[src/rtl/spi_periph_bus_bridge.sv]
// SPI peripheral to byte-wide backend bus bridge.
// Takes the byte handshakes of spi_periph (data_wr/wr_done, data_req/data_rd),
// brings them into the clk_i domain, runs one backend bus cycle per byte and
// completes the handshake on acknowledge or on timeout.
module spi_periph_bus_bridge #(
  parameter int          SYNC_STAGES = 2,
  parameter int          TIMEOUT     = 255,
  parameter logic [7:0]  RD_DEFAULT  = 8'hFF
) (
  input  logic        clk_i,
  input  logic        rst_ni,
  input  logic        spi_cs_n,
  input  logic [15:0] spi_addr,
  input  logic [7:0]  spi_wdata,
  input  logic        spi_data_wr,
  output logic        spi_wr_done,
  input  logic        spi_data_req,
  output logic [7:0]  spi_rdata,
  output logic        spi_data_rd,
  output logic        bus_req,
  output logic        bus_we,
  output logic [15:0] bus_addr,
  output logic [7:0]  bus_wdata,
  input  logic [7:0]  bus_rdata,
  input  logic        bus_ack,
  output logic        err_o,
  input  logic        err_clr
);

  // A zero TIMEOUT means "wait forever"; the counter is then never advanced.
  localparam bit              TO_EN   = (TIMEOUT > 0);
  localparam int              TO_W    = TO_EN ? $clog2(TIMEOUT + 1) : 1;
  // The abort decision is taken in the cycle the count would reach TIMEOUT.
  localparam logic [TO_W-1:0] TO_LAST = TO_EN ? TO_W'(TIMEOUT - 1) : '0;

  typedef enum logic [2:0] {
    IDLE,
    WR_BUS,
    RD_BUS,
    WR_DONE,
    RD_DONE
  } state_t;

  state_t            state;
  logic [1:0]        idx;
  logic [TO_W-1:0]   to_cnt;
  logic              rd_pend;

  logic [SYNC_STAGES-1:0] wr_sync;
  logic [SYNC_STAGES-1:0] req_sync;
  logic [SYNC_STAGES-1:0] cs_sync;
  logic                   wr_s_q;
  logic                   req_s_q;

  logic wr_s;
  logic req_s;
  logic cs_s;
  logic wr_rise;
  logic rd_rise;
  logic to_hit;

  assign wr_s    = wr_sync[SYNC_STAGES-1];
  assign req_s   = req_sync[SYNC_STAGES-1];
  assign cs_s    = cs_sync[SYNC_STAGES-1];
  assign wr_rise = wr_s & ~wr_s_q;
  assign rd_rise = req_s & ~req_s_q;
  assign to_hit  = TO_EN && (to_cnt == TO_LAST);

  // Synchroniser chains for the SPI-domain handshake and chip select, plus
  // the one-cycle history used for edge detection. cs_n idles deselected.
  always_ff @(posedge clk_i or negedge rst_ni) begin
    if (!rst_ni) begin
      wr_sync  <= '0;
      req_sync <= '0;
      cs_sync  <= '1;
      wr_s_q   <= 1'b0;
      req_s_q  <= 1'b0;
    end else begin
      // NOTE: non-blocking assignments make every stage sample the previous
      // stage's old value, so the chain really is SYNC_STAGES flops deep.
      wr_sync[0]  <= spi_data_wr;
      req_sync[0] <= spi_data_req;
      cs_sync[0]  <= spi_cs_n;
      for (int i = 1; i < SYNC_STAGES; i++) begin
        wr_sync[i]  <= wr_sync[i-1];
        req_sync[i] <= req_sync[i-1];
        cs_sync[i]  <= cs_sync[i-1];
      end
      wr_s_q  <= wr_s;
      req_s_q <= req_s;
    end
  end

  // Bridge sequencer: launches bus cycles, tracks timeout, drives the
  // handshake outputs and the sticky error flag.
  always_ff @(posedge clk_i or negedge rst_ni) begin
    if (!rst_ni) begin
      state       <= IDLE;
      idx         <= 2'd0;
      to_cnt      <= '0;
      rd_pend     <= 1'b0;
      bus_req     <= 1'b0;
      bus_we      <= 1'b0;
      bus_addr    <= 16'h0000;
      bus_wdata   <= 8'h00;
      spi_wr_done <= 1'b0;
      spi_data_rd <= 1'b0;
      spi_rdata   <= RD_DEFAULT;
      err_o       <= 1'b0;
    end else begin
      // Clear first; a timeout assigned further down in the same cycle
      // overrides it, so a simultaneous set wins.
      if (err_clr) err_o <= 1'b0;

      // A read request that arrives while busy is remembered until served,
      // withdrawn, or the host deselects.
      if (cs_s || !req_s) begin
        rd_pend <= 1'b0;
      end else if (rd_rise && (state != IDLE)) begin
        rd_pend <= 1'b1;
      end

      if (cs_s) idx <= 2'd0;

      if (cs_s && (state != IDLE)) begin
        // Host deselected mid-transfer: abandon the cycle without flagging.
        state       <= IDLE;
        bus_req     <= 1'b0;
        spi_wr_done <= 1'b0;
        spi_data_rd <= 1'b0;
      end else begin
        case (state)
          IDLE: begin
            if (!cs_s && wr_rise) begin
              state     <= WR_BUS;
              bus_req   <= 1'b1;
              bus_we    <= 1'b1;
              bus_addr  <= spi_addr + {14'd0, idx};
              bus_wdata <= spi_wdata;
              to_cnt    <= '0;
              // Write wins a tie; the read is picked up after the write.
              if (rd_rise) rd_pend <= 1'b1;
            end else if (!cs_s && req_s && (rd_rise || rd_pend)) begin
              state    <= RD_BUS;
              bus_req  <= 1'b1;
              bus_we   <= 1'b0;
              bus_addr <= spi_addr + {14'd0, idx};
              to_cnt   <= '0;
              rd_pend  <= 1'b0;
            end
          end

          WR_BUS: begin
            if (bus_ack) begin
              bus_req     <= 1'b0;
              spi_wr_done <= 1'b1;
              state       <= WR_DONE;
            end else if (to_hit) begin
              // Byte is dropped, but the host is still released.
              bus_req     <= 1'b0;
              spi_wr_done <= 1'b1;
              err_o       <= 1'b1;
              state       <= WR_DONE;
            end else if (TO_EN) begin
              to_cnt <= to_cnt + TO_W'(1);
            end
          end

          RD_BUS: begin
            if (bus_ack) begin
              spi_rdata <= bus_rdata;
              bus_req   <= 1'b0;
              state     <= RD_DONE;
            end else if (to_hit) begin
              spi_rdata <= RD_DEFAULT;
              bus_req   <= 1'b0;
              err_o     <= 1'b1;
              state     <= RD_DONE;
            end else if (TO_EN) begin
              to_cnt <= to_cnt + TO_W'(1);
            end
          end

          WR_DONE: begin
            if (!wr_s) begin
              spi_wr_done <= 1'b0;
              idx         <= idx + 2'd1;
              state       <= IDLE;
            end
          end

          RD_DONE: begin
            // spi_rdata was loaded on entry, so it is settled one cycle
            // before spi_data_rd rises.
            if (!req_s) begin
              spi_data_rd <= 1'b0;
              idx         <= idx + 2'd1;
              state       <= IDLE;
            end else begin
              spi_data_rd <= 1'b1;
            end
          end

          default: state <= IDLE;
        endcase
      end
    end
  end

endmodule

[config.mk]
export PLATFORM = sky130hd
export DESIGN_NAME = spi_periph_bus_bridge
export DESIGN_NICKNAME = d
export VERILOG_FILES = /design/src/rtl/spi_periph_bus_bridge.sv
export SDC_FILE = /design/constraint.sdc
export NUM_CORES = 1
export LEC_CHECK = 0
export BUFFER_PORTS_ARGS = -buffer_cell sky130_fd_sc_hd__buf_4
export CAP_MARGIN = 10
export CORE_AREA = 2 2 81 83
export CTS_BUF_LIST = sky130_fd_sc_hd__clkbuf_8
export CTS_CLUSTER_SIZE = 20
export DETAILED_ROUTE_END_ITERATION = 8
export DIE_AREA = 0 0 83 85
export MAX_ROUTING_LAYER = met4
export PLACE_DENSITY = 0.7
export SLEW_MARGIN = 20
export SYNTH_ARGS = -nofsm -noshare
export SYNTH_HDL_FRONTEND = slang
export SYNTH_SLANG_ARGS = --single-unit
[constraint.sdc]
create_clock -name clk_i -period 4.6 [get_ports clk_i]
set_input_delay 0.92 -clock clk_i [delete_from_list [all_inputs] [get_ports clk_i]]
set_output_delay 0.92 -clock clk_i [all_outputs]
set_load 0.005 [all_outputs]
==> load_flow_metrics.sql, run 1 <==
INSERT INTO impl_metrics (metric_group, metric, value, unit) VALUES
('run_status', 'status', 'completed', ''),
('global_routing', 'gr-usage-all-layers', '17.3', '%'),
('pwr', 'finalPower', '1.93', 'mW'),
('hold_path', 'worst_hold_path.num_cells', '0', ''),
('critical_path', 'criticalPathCategory', 'reg2reg', ''),
('place', 'dp_cells', '390', ''),
('critical_path', 'worst_r2r_path_depth', '5', ''),
('sta', 'tightestPinTransition', '0.721', 'ns'),
('sta', 'timing.final.crit_period', '2.10', 'ns'),
('cts', 'clock_tree.buffer_depth', '2', ''),
('yosys', 'synth_area', '2740', 'µm²'),
('pwr', 'power_switching_share', '30.3', '%'),
('cts', 'cts.sink_count', '59', ''),
('drt', 'drt-initial-drc-count', '89', ''),
('critical_path', 'crit_path_start_kind', 'flop', ''),
('cts', 'tritoncts.num_buffers', '9', ''),
('yosys', 'postSynthCellCount', '248', ''),
('critical_path', 'r2r_setup_slk', '2.50', 'ns'),
('cts', 'post-cts-setup-buffer-count', '0', ''),
('drt', 'ant_nets', '0', ''),
('pwr', 'power.leakage', '1.61', 'nW'),
('yosys', 'netlist.top_cell.by_area', 'dfrtp_1', ''),
('sta', 'setup_viol', '0', ''),
('yosys', 'syn_area_per_cell', '11.0', 'µm²'),
('pwr', 'share_seq_of_total_power', '43.6', '%'),
('critical_path', 'worstReg2RegStart', 'state[1]', ''),
('hold_path', 'hold_crit_path_type', 'reg2reg', ''),
('drt', 'vias_per_cell', '5.15', ''),
('yosys', 'yosys-top-cells-area', 'dfrtp_1 (45%), dfstp_2 (9.6%), nand2_1 (4.8%), mux2_2 (3.7%), xor2_1 (2.9%)', ''),
('critical_path', 'crit_fanout', '13', ''),
('pwr', 'comb_power_share', '32.6', '%'),
('hold_path', 'hold-path-endpoint', 'wr_sync[1]', ''),
('sta', 'timing.setup.tns', '0', 'ns'),
('cts', 'ctsHtreeMaxLevel', '3', ''),
('hold_path', 'min_from', 'wr_sync[0]', ''),
('global_routing', 'via_count_of_the_first_global_routing_pass', '2070', ''),
('sta', 'final-hold-violation-count', '0', ''),
('cells_and_area', 'post-route-util', '56.7', '%'),
('sta', 'fin_skew', '0.00878', 'ns'),
('critical_path', 'critPathArrivalTime', '2.33', 'ns'),
('global_routing', 'maximum_number_of_pins_on_one_net_before_global_route_repair', '60', ''),
('sta', 'slew-limit-headroom', '51.9', '%'),
('floorplan', 'die_width', '83', 'µm'),
('critical_path', 'worst-endpoint-required', '4.83', 'ns'),
('cells_and_area', 'drive_gt1_share', '36.8', '%'),
('cts', 'tritoncts', 'done', ''),
('global_routing', 'antenna_violations_before_repair', '0', ''),
('pwr', 'share_clk_of_total_power', '23.7', '%'),
('floorplan', 'io-pin-count', '76', ''),
('yosys', 'synth_warnings', '0', ''),
('yosys', 'number_of_register_bits_inferred_by_synthesis', '59', ''),
('floorplan', 'die_height', '85', 'µm'),
('cts', 'post_cts_hold_buffer_count', '0', ''),
('yosys', 'dominantRegCellSynth', 'dfrtp_1', ''),
('cells_and_area', 'nets', '368', ''),
('drt', 'firstDrtPassIters', '4', ''),
('critical_path', 'worst_r2r_endpoint', 'state[1]', ''),
('sta', 'max_freq', '0.476', 'GHz'),
('pwr', 'power.ir.vdd_worst', '0.290', 'mV'),
('drt', 'routed-wl-met3', '275', 'µm'),
('drt', 'avgRoutedWirePerCell', '13.5', 'µm'),
('global_routing', 'globalRouteOverflowTotal', '0', ''),
('global_routing', 'wire_length_of_the_first_global_routing_pass', '9.40', 'mm'),
('sta', 'final_max_slew_viol_count', '0', ''),
('cells_and_area', 'layout-area-overhead-vs-synth', '28.5', '%'),
('critical_path', 'critical_path_sink_type', 'flop', ''),
('yosys', 'synthesis.nets', '292', ''),
('job', 'cap_viol_max_count', '0', ''),
('floorplan', 'coreArea', '6200', 'µm²'),
('cells_and_area', 'stdcell_count', '406', ''),
('cells_and_area', 'layout.filler_cells', '541', '');
layer usage:
| metal | GRT usage [%] | up-vias |
|---|---|---|
| li1 | - | 1036 |
| met1 | 19.9 | 1002 |
| met5 | - | - |
| met4 | 5.96 | 0 |
| met2 | 27.8 | 46 |
| met3 | 6.91 | 5 |
how the worst max path moves through the flow:
stage / from / end / depth (start not counted)
4_1_cts: state[1] / state[1] / 5
3_5_place_dp: spi_addr[0] / bus_addr[14] / 8
6_report: state[1] / state[1] / 5
5_1_grt: state[0] / bus_addr[9] / 5
2_1_floorplan: spi_addr[0] / bus_addr[12] / 7
3_3_place_gp: spi_addr[1] / bus_addr[13] / 7
power by group through the flow:
stage                     clock network, mW  logic [mW]  registers (mW)
after floorplan                           0       0.338           0.836
after global placement                    0       0.625           0.844
after detailed placement                  0       0.639           0.852
after CTS                             0.468       0.641           0.843
after global routing                  0.499       0.700           0.870
final                                 0.457       0.629           0.840
worst max-delay path, cell delays in order (launching register included):
cell	delay (ns)
dfrtp_1	0.50
or4b_2	0.74
nor2_1	0.15
a22oi_1	0.12
nand4_1	0.14
mux2_2	0.33
cells in the mapped netlist, types with 2 or more instances:
| master | instances |
|---|---|
| a21oi_1 | 9 |
| and3_1 | 2 |
| buf_2 | 2 |
| buf_6 | 4 |
| clkbuf_1 | 3 |
| dfrtp_1 | 49 |
| dfstp_2 | 10 |
| ha_1 | 4 |
| inv_1 | 6 |
| mux2_2 | 9 |
| nand2_1 | 35 |
| nand2b_1 | 3 |
| nand3_1 | 11 |
| nand4_1 | 3 |
| nor2_1 | 7 |
| nor2b_1 | 4 |
| nor3_1 | 4 |
| nor4b_1 | 2 |
| o21ai_0 | 14 |
| o21ai_1 | 5 |
| o21ai_2 | 5 |
| o22a_1 | 8 |
| o31ai_1 | 3 |
| or3_1 | 3 |
| or4_1 | 4 |
| xnor2_1 | 7 |
| xor2_1 | 9 |
flip-flops by register name, indices dropped and copies added (netlist names):
name / flops
bus_addr: 16
bus_wdata: 8
spi_rdata: 8
to_cnt: 8
state: 3
cs_sync: 2
idx: 2
req_sync: 2
wr_sync: 2
bus_req: 1
bus_we: 1
err_o: 1
rd_pend: 1
req_s_q: 1
spi_data_rd: 1
spi_wr_done: 1
wr_s_q: 1
kinds of logic after synthesis:
group	synth area share, %
muxes	3.70
xor gates and xnor gates	5.12
DFF	54.4
and+or+nand+nor	17.2
AOI/OAI and AO/OA	13.5
adders and majority gates	2.56
buffers and inverters	3.52
cell usage in the layout, fill, tap and decap left out, types with 2 or more instances in the layout:
cell	Yosys	final
buf_4	1	75
dfrtp_1	49	49
nand2_1	35	35
o21ai_0	14	14
nand3_1	11	11
clkbuf_8	0	10
dfstp_2	10	10
xor2_1	9	9
mux2_2	9	9
a21oi_1	9	9
inv_1	6	8
o22a_1	8	8
nor2_1	7	7
xnor2_1	7	7
o21ai_2	5	5
o21ai_1	5	5
nor2b_1	4	4
nor3_1	4	4
or4_1	4	4
ha_1	4	4
nand4_1	3	3
nand2b_1	3	3
o31ai_1	3	3
or3_1	3	3
nor4b_1	2	2
and3_1	2	2
clkinvlp_4	0	2
per-stage QoR:
step	area, µm²	worst slack, ns
CTS	3520	2.50
global placement	3320	2.23
floorplan	2740	2.42
global route	3520	2.37
detailed placement	3320	2.18
finish	3520	2.50
final cells by class:
type	count	area, µm²	area share [%]
timing repair buffer	75	563	16.0
sequential	59	1490	42.3
multi-input combinational	173	1150	32.7
clock buffer	10	138	3.91
clock inverter	6	57.6	1.64
tap	77	96.3	2.74
inverter	6	22.5	0.640
(Power assumes the default switching activity.)
==> run 2: changes to the inputs <==
--- a/config.mk
+++ b/config.mk
@@ -13,7 +13,7 @@
 export DETAILED_ROUTE_END_ITERATION = 8
 export DIE_AREA = 0 0 83 85
 export MAX_ROUTING_LAYER = met4
-export PLACE_DENSITY = 0.7
+export PLACE_DENSITY = 0.72
 export SLEW_MARGIN = 20
 export SYNTH_ARGS = -nofsm -noshare
 export SYNTH_HDL_FRONTEND = slang
==> constraint.sdc (replaced) <==
create_clock -name clk_i -period 1.8 [get_ports clk_i]
set_input_delay 0.36 -clock clk_i [delete_from_list [all_inputs] [get_ports clk_i]]
set_output_delay 0.36 -clock clk_i [all_outputs]
set_load 0.005 [all_outputs]
==> load_flow_metrics.sql, run 2 (synthesis results as in run 1) <==
INSERT INTO impl_metrics (metric_group, metric, value, unit) VALUES
('pwr', 'share_seq_of_total_power', '39.9', '%'),
('sta', 'tightestPinTransition', '0.736', 'ns'),
('global_routing', 'globalRouteOverflowTotal', '0', ''),
('floorplan', 'die_width', '83', 'µm'),
('drt', 'drt-initial-drc-count', '112', ''),
('critical_path', 'crit_path_cell_trace', 'or3_4 -> or4_4 -> and2_4 -> nand2_1 -> o21ai_0', ''),
('pwr', 'power.leakage', '1.82', 'nW'),
('sta', 'rsz0062_at_grt', 'true', ''),
('cells_and_area', 'layout-area-overhead-vs-synth', '42.5', '%'),
('floorplan', 'initial_utilization', '44.1', '%'),
('cts', 'tritoncts', 'done', ''),
('cells_and_area', 'layout.filler_cells', '510', ''),
('critical_path', 'critPathArrivalTime', '2.05', 'ns'),
('cts', 'clock_tree.buffer_depth', '2', ''),
('critical_path', 'timing.critical_path.buf_inv', '0', ''),
('sta', 'timing.setup.tns', '-0.411', 'ns'),
('sta', 'final-hold-violation-count', '0', ''),
('cts', 'ctsHtreeMaxLevel', '3', ''),
('pwr', 'power_switching', '1.66', 'mW'),
('cts', 'cts.sink_count', '59', ''),
('cts', 'tritoncts.num_buffers', '9', ''),
('run_status', 'status', 'complete, but fails checks', ''),
('drt', 'route.detailed.drc', '0', ''),
('critical_path', 'worstReg2RegStart', 'state[1]', ''),
('pwr', 'comb_power_share', '40.6', '%'),
('cts', 'clock-root-buffer', 'clkbuf_8', ''),
('drt', 'firstDrtPassIters', '5', ''),
('critical_path', 'setup.worst_path.end', 'bus_addr[8]', ''),
('sta', 'final_max_slew_viol_count', '0', ''),
('cells_and_area', 'top_reg_by_flops', 'bus_addr', ''),
('critical_path', 'cp_top_family', 'simple AND/OR/NAND/NOR gates', ''),
('floorplan', 'coreArea', '6200', 'µm²'),
('floorplan', 'die_area', '7060', 'µm²'),
('pwr', 'power.density_cell_area', '1360', 'nW/µm²'),
('critical_path', 'path_depth', '5', ''),
('place', 'portBuffers', '75', ''),
('global_routing', 'grt_use_met1', '24.0', '%'),
('sta', 'fin_skew', '0.00996', 'ns'),
('global_routing', 'grt_util_met2', '30.9', '%'),
('global_routing', 'grt_most_used_layer', 'met2', ''),
('sta', 'setup_viol', '23', ''),
('place', 'dpl_worst_slack', '-0.116', 'ns'),
('floorplan', 'io-pin-count', '76', ''),
('sta', 'slew-limit-headroom', '50.9', '%'),
('global_routing', 'grtUsageMet3', '4.28', '%'),
('global_routing', 'wire_length_of_the_first_global_routing_pass', '10.5', 'mm'),
('drt', 'ant_nets', '0', ''),
('floorplan', 'die_height', '85', 'µm'),
('pwr', 'power_switching_share', '31.4', '%'),
('global_routing', 'antenna_violations_before_repair', '0', ''),
('critical_path', 'critical_path_sink_type', 'flop', ''),
('pwr', 'finalPower', '5.30', 'mW'),
('critical_path', 'crit_slowest_cell', 'or4_4', ''),
('hold_path', 'hold_crit_path_type', 'in2async', ''),
('place', 'place.gp.congestion', '0.824', ''),
('cells_and_area', 'most_common_cell_after_layout_fill_and_taps_aside', 'buf_4', ''),
('drt', 'avgRoutedWirePerCell', '14.6', 'µm'),
('critical_path', 'worst_r2r_path_depth', '5', ''),
('cts', 'latest_clock_arrival_within_the_worst_skew_pair', '0.32', 'ns'),
('place', 'detailed_place_hpwl', '4.37', 'mm'),
('cells_and_area', 'drive_gt1_share', '48.1', '%'),
('drt', 'detail_route.wirelength', '6.45', 'mm'),
('global_routing', 'gr-usage-all-layers', '19.0', '%'),
('sta', 'fin_crit_sh', '102', '%'),
('cts', 'clock_input_transition_at_the_sequential_cells_of_the_worst_setup_and_hold_paths', '0.06', 'ns'),
('pwr', 'power_report.internal_total', '3.64', 'mW'),
('pwr', 'power.ir.vdd_worst', '0.665', 'mV'),
('critical_path', 'crit_fanout', '7', ''),
('critical_path', 'crit_path_start_kind', 'flop', ''),
('critical_path', 'r2r_setup_slk', '-0.04', 'ns'),
('cts', 'post_cts_hold_buffer_count', '0', ''),
('critical_path', 'worst-endpoint-required', '2.01', 'ns'),
('floorplan', 'placement_rows', '29', ''),
('sta', 'timing.final.ws_setup', '-0.0421', 'ns'),
('run_status', 'failed_checks', 'setup timing', ''),
('critical_path', 'criticalPathCategory', 'reg2reg', ''),
('pwr', 'share_clk_of_total_power', '19.5', '%'),
('global_routing', 'via_count_of_the_first_global_routing_pass', '2268', ''),
('sta', 'timing.final.crit_period', '1.84', 'ns'),
('critical_path', 'worst_r2r_endpoint', 'bus_addr[8]', ''),
('sta', 'max_freq', '0.543', 'GHz'),
('job', 'cap_viol_max_count', '0', ''),
('global_routing', 'maximum_number_of_pins_on_one_net_before_global_route_repair', '60', ''),
('cells_and_area', 'nets', '405', ''),
('cells_and_area', 'largest_register_ffs', '16', ''),
('drt', 'vias_per_cell', '5.19', ''),
('cells_and_area', 'number_of_diodes', '0', ''),
('critical_path', 'slowest_delay', '0.49', 'ns'),
('drt', 'via_count', '2298', ''),
('cells_and_area', 'layout.cells.most_common_list', 'buf_4 (105), dfrtp_1 (49), nand2_1 (26), o21ai_0 (14)', ''),
('critical_path', 'startpoint', 'state[1]', '');
-- run 2: worst min-delay path by stage --
| stage | startpoint | end | slack, ns | cells after the start |
|---|---|---|---|---|
| 2_1_floorplan | rst_ni | bus_addr[0] | 0.06 | 0 |
| 3_3_place_gp | wr_sync[0] | wr_sync[1] | 0.33 | 0 |
| 3_5_place_dp | req_sync[0] | req_sync[1] | 0.34 | 0 |
| 4_1_cts | rst_ni | bus_wdata[5] | 0.12 | 1 |
| 5_1_grt | spi_cs_n | cs_sync[0] | 0.12 | 1 |
| 6_report | rst_ni | bus_wdata[0] | 0.09 | 1 |
-- run 2: area by class of cell --
cell class / instances / area (µm²) / area share, %
sequential: 59 / 1490 / 38.2
multi-input combinational: 177 / 1290 / 33.0
timing repair buffer: 108 / 831 / 21.3
clock buffer: 11 / 151 / 3.88
tap: 77 / 96.3 / 2.47
inverter: 6 / 22.5 / 0.577
clock inverter: 5 / 21.3 / 0.545
-- run 2: per-layer routing --
layer,up-vias,routed length (µm)
met5,-,0
met1,1124,2920
li1,1121,-
met2,46,3250
met4,0,71
met3,7,208
-- run 2: timing repair --
item,CTS,global route
cloned,2,2
setup buffers,1,1
resized for setup,7,21
pin swaps,4,11
endpoints found under the setup margin,21,41
-- run 2: power by group through the flow --
stage | Combinational (mW) | Clock [mW] | Sequential (mW)
after floorplan | 0.868 | 0 | 2.14
after global placement | 1.91 | 0 | 2.10
after detailed placement | 1.97 | 0 | 2.12
after CTS | 2.06 | 1.06 | 2.10
after global routing | 2.35 | 1.12 | 2.17
final | 2.15 | 1.03 | 2.12
-- run 2: through the flow --
step                      area [µm²]  util [%]  hold slack, ns  cells
after floorplan                 2740         -          0.0644    248
after global placement          3590      57.9           0.333    422
after detailed placement        3590      57.9           0.336    422
after CTS                       3820      61.6           0.115    441
after global routing            3900      62.9           0.123    443
final                           3900      62.9          0.0905    443
==> run 3: changes to the inputs <==
--- a/config.mk
+++ b/config.mk
@@ -7,13 +7,13 @@
 export LEC_CHECK = 0
 export BUFFER_PORTS_ARGS = -buffer_cell sky130_fd_sc_hd__buf_4
 export CAP_MARGIN = 10
-export CORE_AREA = 2 2 81 83
+export CORE_AREA = 2 2 92 94
 export CTS_BUF_LIST = sky130_fd_sc_hd__clkbuf_8
 export CTS_CLUSTER_SIZE = 20
 export DETAILED_ROUTE_END_ITERATION = 8
-export DIE_AREA = 0 0 83 85
+export DIE_AREA = 0 0 94 96
 export MAX_ROUTING_LAYER = met4
-export PLACE_DENSITY = 0.72
+export SKIP_CTS_REPAIR_TIMING = 1
 export SLEW_MARGIN = 20
 export SYNTH_ARGS = -nofsm -noshare
 export SYNTH_HDL_FRONTEND = slang
==> load_flow_metrics.sql, run 3 (synthesis results as in run 1) <==
INSERT INTO impl_metrics (metric_group, metric, value, unit) VALUES
('run_status', 'status', 'complete, but fails checks', ''),
('run_status', 'failed_checks', 'setup timing', ''),
('cells_and_area', 'number_of_diodes', '0', ''),
('critical_path', 'worst_r2r_path_depth', '5', ''),
('global_routing', 'antenna_violations_before_repair', '0', ''),
('pwr', 'power_switching_share', '31.4', '%'),
('cts', 'tritoncts.num_buffers', '9', ''),
('sta', 'slew-limit-headroom', '63.2', '%'),
('floorplan', 'placement_rows', '33', ''),
('critical_path', 'crit_slowest_cell', 'or4_4', ''),
('critical_path', 'r2r_setup_slk', '-0.04', 'ns'),
('hold_path', 'worst_hold_path.num_cells', '1', ''),
('sta', 'tightestPinTransition', '0.548', 'ns'),
('pwr', 'share_seq_of_total_power', '38.2', '%'),
('critical_path', 'worst-endpoint-required', '2.01', 'ns'),
('cts', 'latest_clock_arrival_within_the_worst_skew_pair', '0.33', 'ns'),
('critical_path', 'crit_path_start_kind', 'flop', ''),
('place', 'portBuffers', '75', ''),
('floorplan', 'die_area', '9020', 'µm²'),
('sta', 'final-hold-violation-count', '0', ''),
('pwr', 'finalPower', '5.55', 'mW'),
('critical_path', 'criticalPathCategory', 'reg2reg', ''),
('sta', 'finalHoldWorstSlack', '0.135', 'ns'),
('cells_and_area', 'largest_register_ffs', '16', ''),
('critical_path', 'crit_path_cell_trace', 'or3_4 -> or4_4 -> and2_4 -> nand2_1 -> o21ai_1', ''),
('global_routing', 'wire_length_of_the_first_global_routing_pass', '10.3', 'mm'),
('sta', 'final_max_slew_viol_count', '0', ''),
('sta', 'fin_crit_sh', '102', '%'),
('cells_and_area', 'drive_gt1_share', '50.9', '%'),
('sta', 'fin_skew', '0.00696', 'ns'),
('pwr', 'share_clk_of_total_power', '21.3', '%'),
('global_routing', 'maximum_number_of_pins_on_one_net_before_global_route_repair', '31', ''),
('pwr', 'power.density_cell_area', '1350', 'nW/µm²'),
('cells_and_area', 'layout-area-overhead-vs-synth', '50.8', '%'),
('place', 'place.gp.congestion', '0.801', ''),
('critical_path', 'cp_top_family', 'simple AND/OR/NAND/NOR gates', ''),
('hold_path', 'min_from', 'spi_cs_n', ''),
('cts', 'clock_tree.buffer_depth', '2', ''),
('global_routing', 'via_count_of_the_first_global_routing_pass', '2247', ''),
('global_routing', 'globalRouteOverflowTotal', '0', ''),
('cts', 'ctsHtreeMaxLevel', '3', ''),
('cells_and_area', 'top_reg_by_flops', 'bus_addr', ''),
('critical_path', 'worst_r2r_endpoint', 'bus_addr[2]', ''),
('cts', 'tritoncts', 'done', ''),
('sta', 'setup_viol', '14', ''),
('sta', 'rsz0062_at_grt', 'true', ''),
('floorplan', 'initial_utilization', '34.0', '%'),
('sta', 'timing.final.ws_setup', '-0.0351', 'ns'),
('critical_path', 'slowest_delay', '0.49', 'ns'),
('floorplan', 'io-pin-count', '76', ''),
('drt', 'firstDrtPassIters', '5', ''),
('cts', 'clock-root-buffer', 'clkbuf_8', ''),
('critical_path', 'critical_path_sink_type', 'flop', ''),
('critical_path', 'worstReg2RegStart', 'state[1]', ''),
('floorplan', 'die_width', '94', 'µm'),
('global_routing', 'gr-usage-all-layers', '15.2', '%'),
('cells_and_area', 'layout.cells.most_common_list', 'buf_4 (111), dfrtp_1 (49), nand2_1 (28), o21ai_0 (11), nand3_1 (11)', ''),
('cells_and_area', 'post-route-util', '51.2', '%'),
('pwr', 'power_switching', '1.74', 'mW'),
('floorplan', 'coreArea', '8050', 'µm²'),
('drt', 'ant_nets', '0', ''),
('drt', 'drt-initial-drc-count', '106', ''),
('hold_path', 'hold-path-endpoint', 'cs_sync[0]', ''),
('cells_and_area', 'most_common_cell_after_layout_fill_and_taps_aside', 'buf_4', ''),
('job', 'cap_viol_max_count', '0', ''),
('sta', 'max_freq', '0.545', 'GHz'),
('drt', 'detail_route.wirelength', '6.94', 'mm'),
('pwr', 'comb_power_share', '40.5', '%'),
('critical_path', 'critPathArrivalTime', '2.05', 'ns'),
('cts', 'clock_input_transition_at_the_sequential_cells_of_the_worst_setup_and_hold_paths', '0.07', 'ns'),
('place', 'dpl_worst_slack', '-0.127', 'ns'),
('drt', 'avgRoutedWirePerCell', '14.4', 'µm'),
('critical_path', 'path_depth', '5', ''),
('drt', 'via_count', '2334', ''),
('pwr', 'power.leakage', '1.90', 'nW'),
('drt', 'route.detailed.drc', '0', ''),
('place', 'detailed_place_hpwl', '4.80', 'mm'),
('cells_and_area', 'nets', '416', ''),
('pwr', 'power_report.internal_total', '3.81', 'mW'),
('floorplan', 'die_height', '96', 'µm'),
('critical_path', 'crit_fanout', '13', ''),
('cts', 'cts.sink_count', '59', ''),
('drt', 'vias_per_cell', '4.84', ''),
('critical_path', 'timing.critical_path.buf_inv', '0', ''),
('pwr', 'power.ir.vdd_worst', '0.632', 'mV'),
('hold_path', 'hold_crit_path_type', 'in2reg', ''),
('sta', 'timing.final.crit_period', '1.84', 'ns');
-- run 3: changes by cell type in the layout (fill, tap and decap cells not counted), sizes merged --
cell / previous run / this run
dlygate4sd3: 0 / 1
inv: 9 / 7
buf: 108 / 118
clkinvlp: 0 / 1
bufinv: 0 / 1
clkinv: 2 / 3
and2: 4 / 3
-- run 3: power by group through the flow --
stage                     sequential (mW)  clock [mW]  combinational (mW)
after floorplan                      2.14           0               0.868
after global placement               2.12           0                1.95
after detailed placement             2.13           0                1.98
after CTS                            2.11        1.22                1.99
after global routing                 2.18        1.28                2.45
final                                2.12        1.18                2.25
-- run 3: worst max path at each step --
stage | start | endpoint | slack (ns)
after floorplan | state[2] | bus_addr[7] | -0.07
after CTS | cs_sync[1] | to_cnt[5] | -0.14
after detailed placement | req_s_q | to_cnt[5] | -0.13
after global placement | state[1] | bus_addr[8] | -0.06
after global routing | state[1] | bus_addr[2] | -0.07
final | state[1] | bus_addr[2] | -0.04
-- run 3: final cells by class --
class,instances,area [µm²]
clock inverter,6,56.3
timing repair buffer,120,962
clock buffer,10,138
tap,105,131
multi-input combinational,176,1330
sequential,59,1490
inverter,6,22.5
fill,748,3930
-- run 3: stage by stage --
stage | cells | instance area [µm²] | setup TNS (ns)
floorplan | 248 | 2740 | -0.832
global placement | 456 | 3670 | -0.718
detailed placement | 456 | 3670 | -1.02
CTS | 472 | 3870 | -1.35
global route | 482 | 4130 | -1.09
finish | 482 | 4130 | -0.214
-- run 3: per-layer routing --
layer	global-route usage (%)	wire [µm]	vias to the layer above	share of wire [%]
li1	-	-	1145	-
met1	18.5	2900	1125	42
met5	-	0	-	0
met2	25.2	3680	56	53
met4	6.40	109	0	1.6
met3	2.82	249	8	3.6
